<file path="config.mk">
export PLATFORM = sky130hd
export DESIGN_NAME = mult_unit
export DESIGN_NICKNAME = d
export VERILOG_FILES = /design/src/rtl/mult_unit.sv
export SDC_FILE = /design/constraint.sdc
export NUM_CORES = 2
export LEC_CHECK = 0
export BUFFER_PORTS_ARGS = -buffer_cell sky130_fd_sc_hd__buf_2
export CORE_ASPECT_RATIO = 1.25
export CORE_MARGIN = 5
export CORE_UTILIZATION = 36
export DETAILED_ROUTE_END_ITERATION = 7
export PLACE_DENSITY_LB_ADDON = 0.05
export REMOVE_ABC_BUFFERS = 1
export SYNTH_ARGS = -nofsm -noshare
export SYNTH_HDL_FRONTEND = slang
export SYNTH_SLANG_ARGS = --single-unit
</file>
<file path="constraint.sdc">
create_clock -name clk -period 14.01 [get_ports clk]
set_input_delay 2.802 -clock clk [delete_from_list [all_inputs] [get_ports clk]]
set_output_delay 2.802 -clock clk [all_outputs]
set_load 0.01 [all_outputs]
</file>
<file path="src/rtl/mult_unit.sv">
// -----------------------------------------------------------------------------
// mult_unit
//
// Iterative RV64M multiplier (MUL, MULH, MULHSU, MULHU, MULW). Accepts one
// sourced operation through a valid/ready handshake, retires BITS_PER_CYCLE
// multiplier bits per BUSY cycle, spends one FIX cycle on sign fix-up and
// result selection, then holds the tagged result in DONE until it is taken.
// One operation in flight at a time; flush kills it.
//
// Ports
//   clk        in   clock, rising edge
//   resetn     in   asynchronous active-low reset
//   in_data    in   packed sourced op, LSB first:
//                     [63:0]                      d1  (rs1)
//                     [127:64]                    d2  (rs2)
//                     [128 +: PREG_W]             dst (destination preg)
//                     [128+PREG_W +: PC_W]        pc
//                     [128+PREG_W+PC_W]           valid
//   in_op      in   000 MUL, 001 MULH, 010 MULHSU, 011 MULHU, 100 MULW,
//                   101..111 reserved (result 0)
//   in_ready   out  unit can accept this cycle
//   flush      in   kill any in-flight or pending operation
//   out_valid  out  result available
//   out_ready  in   consumer takes result
//   out_data   out  64-bit result
//   out_dst    out  destination physical register of the result
//   out_pc     out  PC of the producing instruction
// -----------------------------------------------------------------------------
module mult_unit #(
    parameter int unsigned BITS_PER_CYCLE = 4,
    parameter int unsigned PREG_W         = 7,
    parameter int unsigned PC_W           = 64
) (
    input  logic                           clk,
    input  logic                           resetn,
    input  logic [PC_W+PREG_W+128:0]       in_data,
    input  logic [2:0]                     in_op,
    output logic                           in_ready,
    input  logic                           flush,
    output logic                           out_valid,
    input  logic                           out_ready,
    output logic [63:0]                    out_data,
    output logic [PREG_W-1:0]              out_dst,
    output logic [PC_W-1:0]                out_pc
);

    localparam int unsigned N     = 64 / BITS_PER_CYCLE;
    localparam int unsigned CNT_W = $clog2(N);

    typedef enum logic [1:0] {
        S_IDLE,
        S_BUSY,
        S_FIX,
        S_DONE
    } state_t;

    typedef enum logic [2:0] {
        OP_MUL    = 3'b000,
        OP_MULH   = 3'b001,
        OP_MULHSU = 3'b010,
        OP_MULHU  = 3'b011,
        OP_MULW   = 3'b100
    } op_t;

    // ------------------------------------------------------------------
    // Input field extraction
    // ------------------------------------------------------------------
    logic              in_valid;
    logic [63:0]       in_d1;
    logic [63:0]       in_d2;
    logic [PREG_W-1:0] in_dst;
    logic [PC_W-1:0]   in_pc;

    assign in_d1    = in_data[63:0];
    assign in_d2    = in_data[127:64];
    assign in_dst   = in_data[128 +: PREG_W];
    assign in_pc    = in_data[128+PREG_W +: PC_W];
    assign in_valid = in_data[128+PREG_W+PC_W];

    // ------------------------------------------------------------------
    // State
    // ------------------------------------------------------------------
    state_t            state_q,    state_d;
    logic [CNT_W-1:0]  count_q,    count_d;
    logic [127:0]      acc_q,      acc_d;
    logic [63:0]       mcand_q,    mcand_d;
    logic [63:0]       mplier_q,   mplier_d;
    logic              neg_q,      neg_d;
    logic [2:0]        op_q,       op_d;
    logic [PREG_W-1:0] dst_q,      dst_d;
    logic [PC_W-1:0]   pc_q,       pc_d;
    logic [63:0]       out_data_q, out_data_d;

    logic accept;

    assign in_ready  = (state_q == S_IDLE) || ((state_q == S_DONE) && out_ready);
    assign accept    = in_valid && in_ready && !flush;
    assign out_valid = (state_q == S_DONE);
    assign out_data  = out_data_q;
    // dst/pc only change on accept, which always leaves DONE, so they are
    // stable for the whole time out_valid is high.
    assign out_dst   = dst_q;
    assign out_pc    = pc_q;

    // ------------------------------------------------------------------
    // Operand preparation: magnitudes and result sign
    // ------------------------------------------------------------------
    logic        rs1_signed;
    logic        rs2_signed;
    logic [63:0] opa;
    logic [63:0] opb;
    logic        sign_a;
    logic        sign_b;
    logic [63:0] mag_a;
    logic [63:0] mag_b;

    always_comb begin
        rs1_signed = (in_op == OP_MUL) || (in_op == OP_MULH) || (in_op == OP_MULHSU);
        rs2_signed = (in_op == OP_MUL) || (in_op == OP_MULH);
        opa        = in_d1;
        opb        = in_d2;
        if (in_op == OP_MULW) begin
            // Low 32 bits of a product do not depend on operand signedness.
            opa        = {32'b0, in_d1[31:0]};
            opb        = {32'b0, in_d2[31:0]};
            rs1_signed = 1'b0;
            rs2_signed = 1'b0;
        end
        sign_a = rs1_signed && opa[63];
        sign_b = rs2_signed && opb[63];
        mag_a  = sign_a ? (64'd0 - opa) : opa;
        mag_b  = sign_b ? (64'd0 - opb) : opb;
    end

    // ------------------------------------------------------------------
    // One radix-2^BITS_PER_CYCLE partial product per BUSY cycle
    // ------------------------------------------------------------------
    logic [127:0] pp;
    logic [127:0] pp_shifted;
    logic [6:0]   shamt;

    always_comb begin
        pp = '0;
        for (int unsigned i = 0; i < BITS_PER_CYCLE; i++) begin
            if (mplier_q[i]) begin
                pp = pp + (128'(mcand_q) << i);
            end
        end
        shamt      = 7'(count_q * BITS_PER_CYCLE);
        pp_shifted = pp << shamt;
    end

    // ------------------------------------------------------------------
    // Sign fix-up and result selection (used in FIX)
    // ------------------------------------------------------------------
    logic [127:0] prod;
    logic [63:0]  result;

    always_comb begin
        prod = neg_q ? (128'd0 - acc_q) : acc_q;
        case (op_q)
            OP_MUL:                       result = prod[63:0];
            OP_MULH, OP_MULHSU, OP_MULHU: result = prod[127:64];
            OP_MULW:                      result = {{32{prod[31]}}, prod[31:0]};
            default:                      result = '0;
        endcase
    end

    // ------------------------------------------------------------------
    // Next-state logic
    // ------------------------------------------------------------------
    always_comb begin
        state_d    = state_q;
        count_d    = count_q;
        acc_d      = acc_q;
        mcand_d    = mcand_q;
        mplier_d   = mplier_q;
        neg_d      = neg_q;
        op_d       = op_q;
        dst_d      = dst_q;
        pc_d       = pc_q;
        out_data_d = out_data_q;

        if (flush) begin
            state_d = S_IDLE;
            count_d = '0;
        end else begin
            case (state_q)
                S_BUSY: begin
                    acc_d    = acc_q + pp_shifted;
                    mplier_d = mplier_q >> BITS_PER_CYCLE;
                    if (count_q == CNT_W'(N - 1)) begin
                        state_d = S_FIX;
                        count_d = '0;
                    end else begin
                        count_d = count_q + CNT_W'(1);
                    end
                end
                S_FIX: begin
                    out_data_d = result;
                    state_d    = S_DONE;
                end
                S_DONE: begin
                    if (!accept && out_ready) begin
                        state_d = S_IDLE;
                    end
                end
                default: ;
            endcase

            // Accept is only possible in IDLE, or in DONE with out_ready.
            if (accept) begin
                state_d  = S_BUSY;
                count_d  = '0;
                acc_d    = '0;
                mcand_d  = mag_a;
                mplier_d = mag_b;
                neg_d    = sign_a ^ sign_b;
                op_d     = in_op;
                dst_d    = in_dst;
                pc_d     = in_pc;
            end
        end
    end

    // ------------------------------------------------------------------
    // Registers
    // ------------------------------------------------------------------
    always_ff @(posedge clk or negedge resetn) begin
        if (!resetn) begin
            state_q    <= S_IDLE;
            count_q    <= '0;
            acc_q      <= '0;
            mcand_q    <= '0;
            mplier_q   <= '0;
            neg_q      <= 1'b0;
            op_q       <= '0;
            dst_q      <= '0;
            pc_q       <= '0;
            out_data_q <= '0;
        end else begin
            state_q    <= state_d;
            count_q    <= count_d;
            acc_q      <= acc_d;
            mcand_q    <= mcand_d;
            mplier_q   <= mplier_d;
            neg_q      <= neg_d;
            op_q       <= op_d;
            dst_q      <= dst_d;
            pc_q       <= pc_d;
            out_data_q <= out_data_d;
        end
    end

endmodule

</file>
==> summary.txt <==
Final layout
  – Nets: 7327
  – Non-filler cells, final: 8592
  – Syn-to-layout area delta: 11.6%
  – Final core utilization: 40.3%
  – Fillers: 14300
  – Layout cells sized above 1: 11.3%

Yosys
  – Proportion of synthesized area in mux cells: 3.96%
  – Post-synth EDFFs: 0
  – Post-synth cell types: 94
  – Post-Synth Simple-Gate Area: 23.5%
  – Main synth FF type: dfrtp_1
  – #FFs+latches synth: 401
  – Post-synthesis compound-gate area fraction: 29.7%
  – Synthesized instance count: 6682
  – Post-Synth XOR/XNOR Area: 9.13%
  – Warning count from the yosys run: 0
  – Async SR Flop Fraction: 100%
  – Mean Syn Cell Area: 7.20 sq um
  – Seq/Total Area, Yosys: 20.8%
  – Mapped Area: 48100 sq um
  – Adder-cell area share of the yosys netlist: 8.40%
  – Largest family of logic cells by synthesized area: compound AO/OA/AOI/OAI gates

Timing
  – Min Clock Period, post-route: 13.59 ns
  – Final hold violation count: 0
  – Hold WS: 0.466 ns
  – Max Clk Rate: 73.6 MHz
  – Tcrit/Tclk final: 97.0%
  – Worst setup margin: 0.420 ns
  – Final setup vio count: 0
  – Slew HR: 8.97%
  – Worst Max-Slew Pin Slew: 1.36 ns
  – Worst Clk Skew: 0.0722 ns
  – Slew Viols, Final: 0

Hold path
  – Cells on Worst Hold Path: 2
  – HP Class: flop to flop

Power
  – Internal: 5.43 mW
  – Clock power share: 12.8%
  – Part of the power in registers: 14.1%
  – VDD IR-drop max: 0.118 mV
  – Pleak: 24.1 nW
  – Power per cell area: 224 nW/um^2
  – Combinational power share: 73.2%
  – Sw Ratio: 54.9%
  – Net Sw Power: 6.60 mW
  – Pwr Total: 12.0 mW

Routing
  – Router iterations before antenna repair: 6
  – Final WL: 220000 um
  – DR vias/cell: 6.01
  – Routed WL per cell: 25.6 um
  – DR vias: 51700
  – Initial DRC count: 3959
  – ANT nets after route: 0
  – Remaining DRCs: 0

Critical path
  – Startpoint Class: flop
  – Worst-path fanout max: 17
  – Slowest CP cell: dfrtp_4
  – Crit Path Class: flop to flop
  – CP required: 14.57 ns
  – Worst path max stage delay: 0.59 ns
  – Worst EP arrival: 14.15 ns
  – Crit path max-delay family: compound AO/OA/AOI/OAI gates
  – Crit path depth: 55
  – CP Buf/Inv Count: 5
  – Setup crit end kind: flop
  – R2R depth: 55

Clock tree
  – CTS tree: done
  – Clk_lat worst skew: 0.71 ns
  – Root Driver: clkbuf_16
  – CTS Buf Count: 51
  – Hold_buf cts: 0
  – Clock transition at the registers of the reported paths: 0.06 ns
  – CTS max path bufs: 3
  – Clk sink count: 401
  – Clock H-tree levels: 2

Floorplanning
  – Die H: 419 um
  – Die X-Extent: 337 um
  – Core Area: 133000 sq um
  – Starting Density: 36.1%
  – Full die area: 141000 sq um
  – Row cnt: 150
  – Top Ports: 344

Place
  – RD Place Congestion: 0.984
  – Post-DP HPWL: 177000 um
  – Port bufs: 343
  – # placed instances: 8493
  – Setup WS pre-CTS: 0.161 ns

Job
  – Maxcap violations: 0

Global routing
  – GRT Overall Usage: 29.7%
  – Initial antenna violation count: 5
  – Total gr overflow: 0
  – Largest net degree at the start of global routing: 87
  – First-pass GRT wire length: 323000 um
  – Vias in the first global route: 49900

Run status
  – Status: complete, no violations
metal layers:
| layer | GRT usage, % | vias to the layer above | routed length [um] |
|---|---|---|---|
| met5 | 0 | - | 0 |
| met4 | 15.2 | 0 | 13700 |
| met3 | 2.86 | 440 | 9120 |
| met2 | 52.3 | 1522 | 107000 |
| met1 | 36.1 | 25000 | 89500 |
| li1 | - | 24700 | - |
registers in the layout, summed over array words and instances, names as in the netlist, 2 cells and up:
register  flops
out_data     64
mplier_q     64
state_q       2
acc_q       128
out_pc       64
count_q       4
op_q          3
out_dst       7
mcand_q      64
power groups by stage:
stage / Combinational (mW) / Clock, mW / Sequential (mW)
global placement: 8.60 / 0 / 1.70
CTS: 8.59 / 1.58 / 1.68
global route: 9.46 / 1.61 / 1.72
finish: 8.80 / 1.53 / 1.69
floorplan: 5.65 / 0 / 1.61
detailed placement: 8.54 / 0 / 1.70
path summary, 6_finish.rpt:
path | from | to | slack, ns
worst max register to register | mplier_q[0]$_DFFE_PN0P_ | acc_q[123]$_DFFE_PN0P_ | 0.42
worst max-delay path | mplier_q[0]$_DFFE_PN0P_ | acc_q[123]$_DFFE_PN0P_ | 0.42
worst min-delay path | out_pc[34]$_DFFE_PN0P_ | out_pc[34]$_DFFE_PN0P_ | 0.47
worst min register to register | out_pc[34]$_DFFE_PN0P_ | out_pc[34]$_DFFE_PN0P_ | 0.47
min in group asynchronous | resetn | out_data[20]$_DFFE_PN0P_ | 2.09
max in group asynchronous | resetn | out_dst[0]$_DFFE_PN0P_ | 9.08
per-stage QoR:
stage,instance area (sq um),TNS (ns)
5_1_grt,53700,-0.103
3_3_place_gp,51700,0
2_1_floorplan,46500,0
3_5_place_dp,51700,0
4_1_cts,53600,0
6_report,53700,0
what timing repair did:
| action | 4_1_cts | 5_1_grt |
|---|---|---|
| buffers inserted | 0 | 2 |
| setup endpoints to repair | 0 | 31 |
| resized for setup | 0 | 31 |
cells by family (layout without fill, tap and decap cells):
kind of cell | count (synthesis) | count (layout)
other | 0 | 3
AOI/OAI and AO/OA | 2248 | 2248
adders and majority gates | 321 | 321
xor gates and xnor gates | 502 | 502
buffers and inverters | 578 | 737
DFF | 401 | 401
muxes | 173 | 173
and+or+nand+nor | 2459 | 2459
cell usage after synthesis (12+ instances only):
master / number / area share (%)
clkbuf_1: 403 / 3.1
o211ai_1: 42 / 0.65
or2_2: 29 / 0.38
o31a_1: 14 / 0.25
nor4_1: 63 / 0.82
a21boi_0: 18 / 0.28
a221oi_1: 52 / 0.95
nor2_1: 533 / 4.2
o22ai_1: 69 / 0.90
xor2_1: 217 / 3.9
dfrtp_1: 401 / 21
or3_1: 73 / 0.95
a21o_1: 208 / 3.2
o21ai_0: 589 / 6.1
or4_1: 36 / 0.56
nor3_1: 146 / 1.5
a221o_1: 16 / 0.33
nand2_1: 1041 / 8.1
o21a_1: 66 / 1.0
buf_1: 30 / 0.23
a211oi_1: 38 / 0.59
nand2b_1: 48 / 0.62
nand4_1: 134 / 1.7
o41ai_1: 29 / 0.53
a31oi_1: 91 / 1.2
a22o_1: 40 / 0.73
nor2b_1: 33 / 0.43
xnor2_1: 285 / 5.2
a21oi_1: 580 / 6.0
mux2i_1: 95 / 2.0
and3_1: 41 / 0.53
inv_1: 136 / 1.1
mux2_2: 71 / 1.7
a22oi_1: 30 / 0.47
o2111ai_1: 13 / 0.24
and2_1: 93 / 1.2
o221ai_1: 36 / 0.65
o31ai_1: 77 / 1.2
ha_1: 316 / 8.2
nand3_1: 129 / 1.3
o21ai_1: 12 / 0.12
a211o_1: 20 / 0.36
o21bai_1: 74 / 1.2
tightest hold or removal path, cell delays in order (launching register included):
cell	delay, ns
dfrtp_1	0.33
nand2_1	0.05
nand2_1	0.05
placed cells by master, fill, tap and decap left out, types with 38 or more instances in the layout:
master     instances
nand2_1         1038
o21ai_0          585
a21oi_1          578
nor2_1           528
dfrtp_1          392
buf_2            342
ha_1             314
xnor2_1          285
xor2_1           217
a21o_1           208
buf_4            160
nor3_1           143
inv_1            135
nand4_1          134
nand3_1          129
and2_1            92
mux2i_1           91
a31oi_1           90
o31ai_1           77
o21bai_1          74
or3_1             73
mux2_2            71
o22ai_1           69
o21a_1            66
nor4_1            61
clkbuf_16         51
a221oi_1          50
nand2b_1          46
o211ai_1          42
and3_1            41
a22o_1            40
a211oi_1          38
final cells by class:
class                   count  area [sq um]  share of cell area, %
flip-flops and latches    401         10100                   18.7
repair buffers            503          2930                   5.45
clock buffers              71          1420                   2.65
clock inverters            23           507                  0.943
multi-input cells        5703         36100                   67.2
diodes                      3          7.51                 0.0140
inverters                 140           526                  0.978
well taps                1748          2190                   4.07
Power figures use the tool's default switching activity.
